[src/rtl/rate_divider_pkg.sv]
// Rate-select encodings and reload-value helper for rate_divider; pure constants, no state.
// Latency: n/a. Backpressure: n/a.
package rate_div_pkg;

   typedef enum logic [1:0] {
      RATE_FULL = 2'd0,
      RATE_1HZ  = 2'd1,
      RATE_HALF = 2'd2,
      RATE_QTR  = 2'd3
   } rate_sel_e;

   // Result is 64 bits wide; callers cast it down to their counter width.
   function automatic logic [63:0] rate_reload(input logic [1:0] sel, input int clk_hz);
      logic [63:0] hz;
      hz = 64'(clk_hz);
      case (sel)
         RATE_FULL: rate_reload = 64'd0;
         RATE_1HZ:  rate_reload = hz - 64'd1;
         RATE_HALF: rate_reload = (hz << 1) - 64'd1;
         default:   rate_reload = (hz << 2) - 64'd1;
      endcase
   endfunction

endpackage

[src/rtl/rate_divider_if.sv]
// Control/status bundle between the rate divider and its user; master drives en/sel.
// Latency: n/a. Backpressure: none, tick is a fire-and-forget pulse.
interface rate_divider_if #(
   parameter int CNT_W = 28
);
   logic             en;
   logic [1:0]       sel;
   logic             tick;
   logic [CNT_W-1:0] cnt_q;

   modport master (output en, sel, input tick, cnt_q);
   modport slave  (input en, sel, output tick, cnt_q);
endinterface

[src/rtl/rate_divider_sync2.sv]
// Generic W-bit two-flop synchronizer with synchronous active-high reset to zero.
// Latency: 2 cycles. Backpressure: none.
module sync2 #(
   parameter int W = 1
) (
   input  logic         clk,
   input  logic         rset,
   input  logic [W-1:0] i_d,
   output logic [W-1:0] o_q
);
   logic [W-1:0] r_meta;
   logic [W-1:0] r_sync;

   always_ff @(posedge clk) begin
      if (rset) begin
         r_meta <= '0;
         r_sync <= '0;
      end else begin
         r_meta <= i_d;
         r_sync <= r_meta;
      end
   end

   assign o_q = r_sync;
endmodule

[src/rtl/rate_divider.sv]
// Divides clk into a one-cycle tick every R(sel)+1 cycles; tick is registered (1 cycle after cnt hits 0).
// No backpressure. RATE_DIVIDER_SYNC_EN adds 2-flop synchronizers on en/sel (2 extra cycles of latency).
module rate_divider
   import rate_div_pkg::*;
#(
   parameter int CLK_HZ = 50000000,
   parameter int CNT_W  = 28
) (
   input  logic          clk,
   input  logic          rset,
   rate_divider_if.slave bus
);
   localparam logic [63:0] MAX_RELOAD = rate_reload(RATE_QTR, CLK_HZ);

   generate
      if ((MAX_RELOAD >> CNT_W) != 64'd0) begin : g_bad_width
         $error("rate_divider: CNT_W too narrow for 4*CLK_HZ-1");
      end
   endgenerate

   logic             w_en;
   logic [1:0]       w_sel;
   logic [1:0]       w_rst_sel;
   logic [CNT_W-1:0] w_reload;
   logic [CNT_W-1:0] w_rst_reload;

   logic [CNT_W-1:0] r_cnt;
   logic [1:0]       r_sel_q;
   logic             r_tick;

`ifdef RATE_DIVIDER_SYNC_EN
   logic [2:0] w_sync;

   sync2 #(.W(3)) u_sync (
      .clk  (clk),
      .rset (rset),
      .i_d  ({bus.en, bus.sel}),
      .o_q  (w_sync)
   );

   assign w_en      = w_sync[2];
   assign w_sel     = w_sync[1:0];
   // The synchronizer is cleared by the same reset, so the post-reset rate is always RATE_FULL.
   assign w_rst_sel = RATE_FULL;
`else
   assign w_en      = bus.en;
   assign w_sel     = bus.sel;
   assign w_rst_sel = bus.sel;
`endif

   assign w_reload     = CNT_W'(rate_reload(w_sel, CLK_HZ));
   assign w_rst_reload = CNT_W'(rate_reload(w_rst_sel, CLK_HZ));

   always_ff @(posedge clk) begin
      if (rset) begin
         r_cnt   <= w_rst_reload;
         r_sel_q <= w_rst_sel;
         r_tick  <= 1'b0;
      end else if (w_sel != r_sel_q) begin
         // A rate change restarts the period and suppresses any tick due this cycle.
         r_cnt   <= w_reload;
         r_sel_q <= w_sel;
         r_tick  <= 1'b0;
      end else if (!w_en) begin
         r_tick <= 1'b0;
      end else if (r_cnt == '0) begin
         r_cnt  <= w_reload;
         r_tick <= 1'b1;
      end else begin
         r_cnt  <= r_cnt - 1'b1;
         r_tick <= 1'b0;
      end
   end

   assign bus.tick  = r_tick;
   assign bus.cnt_q = r_cnt;
endmodule

[src/flat_wrapper.sv]
// flat-port wrapper written by rule: the top's interface ports become plain ports
module rate_divider_flat import rate_div_pkg::*;
#(
   parameter int CLK_HZ = 50000000,
   parameter int CNT_W  = 28
)
  (clk, rset, bus_en, bus_sel, bus_tick, bus_cnt_q);
  rate_divider_if #(.CNT_W(CNT_W)) bus_i ();
  input  logic clk;
  input  logic rset;
  input wire logic [$bits(bus_i.en)-1:0] bus_en;
  input wire logic [$bits(bus_i.sel)-1:0] bus_sel;
  output wire logic [$bits(bus_i.tick)-1:0] bus_tick;
  output wire logic [$bits(bus_i.cnt_q)-1:0] bus_cnt_q;
  assign bus_i.en = bus_en;
  assign bus_i.sel = bus_sel;
  assign bus_tick = bus_i.tick;
  assign bus_cnt_q = bus_i.cnt_q;
  rate_divider #(.CLK_HZ(CLK_HZ), .CNT_W(CNT_W)) u_core (.clk(clk), .rset(rset), .bus(bus_i));
endmodule
[config.mk]
export PLATFORM = sky130hd
export DESIGN_NAME = rate_divider_flat
export DESIGN_NICKNAME = d
export VERILOG_FILES = /design/src/rtl/rate_divider_pkg.sv /design/src/rtl/rate_divider_if.sv /design/src/rtl/rate_divider_sync2.sv /design/src/rtl/rate_divider.sv /design/src/flat_wrapper.sv
export SDC_FILE = /design/constraint.sdc
export NUM_CORES = 1
export LEC_CHECK = 0
export ABC_AREA = 1
export CAP_MARGIN = 15
export CORE_MARGIN = 2
export CORE_UTILIZATION = 23
export CTS_CLUSTER_DIAMETER = 100
export CTS_CLUSTER_SIZE = 20
export DETAILED_ROUTE_END_ITERATION = 6
export PLACE_DENSITY = 0.4
export SETUP_SLACK_MARGIN = 0.3
export SLEW_MARGIN = 20
export SYNTH_ARGS = -nofsm -noshare
export SYNTH_HDL_FRONTEND = slang
export SYNTH_SLANG_ARGS = --single-unit
[constraint.sdc]
create_clock -name clk -period 4.9 [get_ports clk]
set_clock_uncertainty 0.05 [all_clocks]
set_input_delay 0.49 -clock clk [delete_from_list [all_inputs] [get_ports clk]]
set_output_delay 0.49 -clock clk [all_outputs]
set_load 0.03 [all_outputs]
==> impl_results.md <==
- First-pass GRT wire length: 9.66 mm
- DR iter-0 viols: between 100 and 150
- Via/cell ratio: 4.24
- Fraction of registers with async set/reset: 0%
- Synth top cells by count: 74 x nand2_1, 62 x nor2_1, 36 x inv_1
- CP Capture Point: u_core.bus.cnt_q[20]
- First drt pass iteration count: 4
- Layout Nets: about 330
- Setup-failing EPs final: 0
- Buffers on Ports: 33
- Synth cell types: 25
- Period Utilization, post-route: between 40% and 50%
- Ant diodes: 0
- Clock transition at path regs: 0.08 ns
- Most frequent cell after synthesis: nand2_1
- Cts bufs inserted: 5
- Clk buf depth: 2
- Final min period: about 2.2 ns
- Aggregate routed wire length: around 6 mm
- R2R Path End: u_core.bus.cnt_q[20]
- Dpl hpwl: around 4.5 mm
- Leakage: approximately 1.1 nW
- Req. time, crit path: between 4 and 5 ns
- Main synth FF type: edfxtp_1
- Rows: 35
- Crit path DAT: about 2.2 ns
- Routability cong.: between 0.8 and 0.9
- Final core occ: between 20% and 30%
- Tot GR Track Use: about an eighth
- Area Overhead vs Synth: 25.9%
- Syn nets: 296
- Synthesized area: roughly 0.0022 mm²
- Ports: 34
- Post-CTS sizing: 0
- Die footprint: a little over 0.01 mm²
- Peak Freq: between 400 and 500 MHz
- Per-cell routed wire length: around 14 µm
- Pin count of the biggest net entering global routing: 29
- Synth top area cells: edfxtp_1 42%, nand2_1 13%, nor2_1 11%
- Pwr dens: 319 mW/mm²
- Share of cells above drive strength 1: roughly 8%
- Clock root buffer: clkbuf_8
- CTS tree: built
- Routed vias: between 1.5k and 2k
- Layout fillers: a little over 1k
- Synth Instances: roughly 290
- Initial antenna violation count: 0
- Clk Latency, worst-skew pair: 0.29 ns
- Core Region: approximately 0.0092 mm²
- CP startpoint kind: register
- CP Max Fanout: 13
- Initial core utilization: 23.6%
- Status: finished, final reports clean
- Seq/Total Area, Yosys: 42.5%
- Hold Crit Class: reg2reg
- CP endpoint kind: register
- Worst slew pin tran: slightly above 0.5 ns
- Vias in the first global route: approximately 1.8k
- Yosys warns: 0
- Post-synthesis register bit count: 31
- Post-synth EDFFs: 30
- Detail Route Antenna Nets: 0
- Crit Path Class: reg2reg
- Reg-to-reg slack, setup: between 2 and 3 ns
- Yosys top cell by area: edfxtp_1
- Slew Viols, Final: 0
- Max-cap violations: 0
- Hold_buf cts: 0
- Crit path from: u_core.bus.cnt_q[0]
- R2R depth: 9
- Setup Total Neg Slack: 0 ns
- Grt ovf: 0
- RSZ-0062 raised after global routing: false
- Die height: 101 µm
- Final hold vios: 0
- Die X: 101 µm
- Post-synth top area share: around two fifths
- H-tree levels: 2
- DRC: 0
- Beginning of the worst register-to-register path: u_core.bus.cnt_q[0]
- Pre-CTS setup slack: 2.53 ns
- Peak VDD IR: 135 µV
- Slew HR: about 66%
- CTS sink count: 31
- Mean area per synthesized cell: about 7.6 µm²
- Setup ws final: 2.71 ns
- Post-CTS Setup Bufs: 0
[worst min path at each step]
stage | slack, ns | end | startpoint | cells after the start
after global routing | 0.70 | u_core.bus.cnt_q[10] | u_core.bus.cnt_q[10] | 2
after global placement | 0.64 | u_core.bus.cnt_q[10] | u_core.bus.cnt_q[10] | 2
after detailed placement | 0.65 | u_core.bus.cnt_q[10] | u_core.bus.cnt_q[10] | 2
final | 0.66 | u_core.bus.cnt_q[10] | u_core.bus.cnt_q[10] | 2
after CTS | 0.66 | u_core.bus.cnt_q[10] | u_core.bus.cnt_q[10] | 2
after floorplan | 0.54 | u_core.r_sel_q[0] | bus_sel[0] | 0
[cells by family after synthesis]
group           synth area share, %
simple gates                   36.9
buf+inv                        7.97
compound gates                 3.12
fa+ha+maj                      3.46
flops                          42.5
xor+xnor                       6.06
[report_power, final]
part | total [W] | switching, W | internal (W)
Combinational | 0.000228 | 0.000143 | 0.0000857
Clock | 0.000272 | 0.000108 | 0.000165
Sequential | 0.000369 | 0.0000411 | 0.000328
Total | 0.000870 | 0.000291 | 0.000578
[state kept, by name (all words and copies together) (netlist names)]
signal,flops
u_core.bus.cnt_q,28
u_core.bus.tick,1
u_core.r_sel_q,2
[area by class of cell]
| cell class | instances | area [µm²] | area share (%) |
|---|---|---|---|
| repair buffers | 34 | 338 | 12.4 |
| clock inverters | 2 | 35.0 | 1.28 |
| well taps | 111 | 139 | 5.09 |
| multi-input cells | 214 | 1070 | 39.4 |
| flip-flops and latches | 31 | 921 | 33.8 |
| inverters | 37 | 139 | 5.09 |
| clock buffers | 6 | 82.6 | 3.03 |
[worst max-delay path: stages, from the launching register on]
cell	delay, ns
edfxtp_1	0.40
inv_1	0.16
ha_1	0.25
nand2_2	0.09
nor2_2	0.42
nand3_1	0.22
nand2_1	0.10
inv_1	0.04
o21ai_1	0.13
nand2_1	0.07
[cell usage in the layout, fill, tap and decap left out, types with 2 or more instances in the layout]
cell,instances
clkbuf_8,6
nand4_1,7
ha_1,6
nand2_2,3
nand3b_1,2
nand2_1,74
nand3_1,17
o21ai_0,4
edfxtp_1,30
nor2_4,5
o21ai_1,7
clkdlybuf4s50_1,33
nor2_1,62
nor2_2,5
xnor2_1,8
xor2_1,7
inv_1,36
[routing by layer]
layer / global-route usage [%] / up-vias / share of wire (%)
li1: - / 976 / -
met1: 18.0 / 831 / 50
met2: 18.5 / 32 / 45
met3: 2.64 / 6 / 4.1
met4: 4.47 / 0 / 1.4
met5: 0 / - / 0
[through the flow]
stage | total power [W] | instances | instance area, µm² | hold slack, ns
floorplan | 0.000513 | 285 | 2170 | 0.539
global placement | 0.000607 | 427 | 2610 | 0.635
detailed placement | 0.000607 | 427 | 2610 | 0.646
CTS | 0.000881 | 435 | 2730 | 0.664
global route | 0.000918 | 435 | 2730 | 0.700
finish | 0.000870 | 435 | 2730 | 0.656
Note: power is estimated with default switching activity, not from simulation.
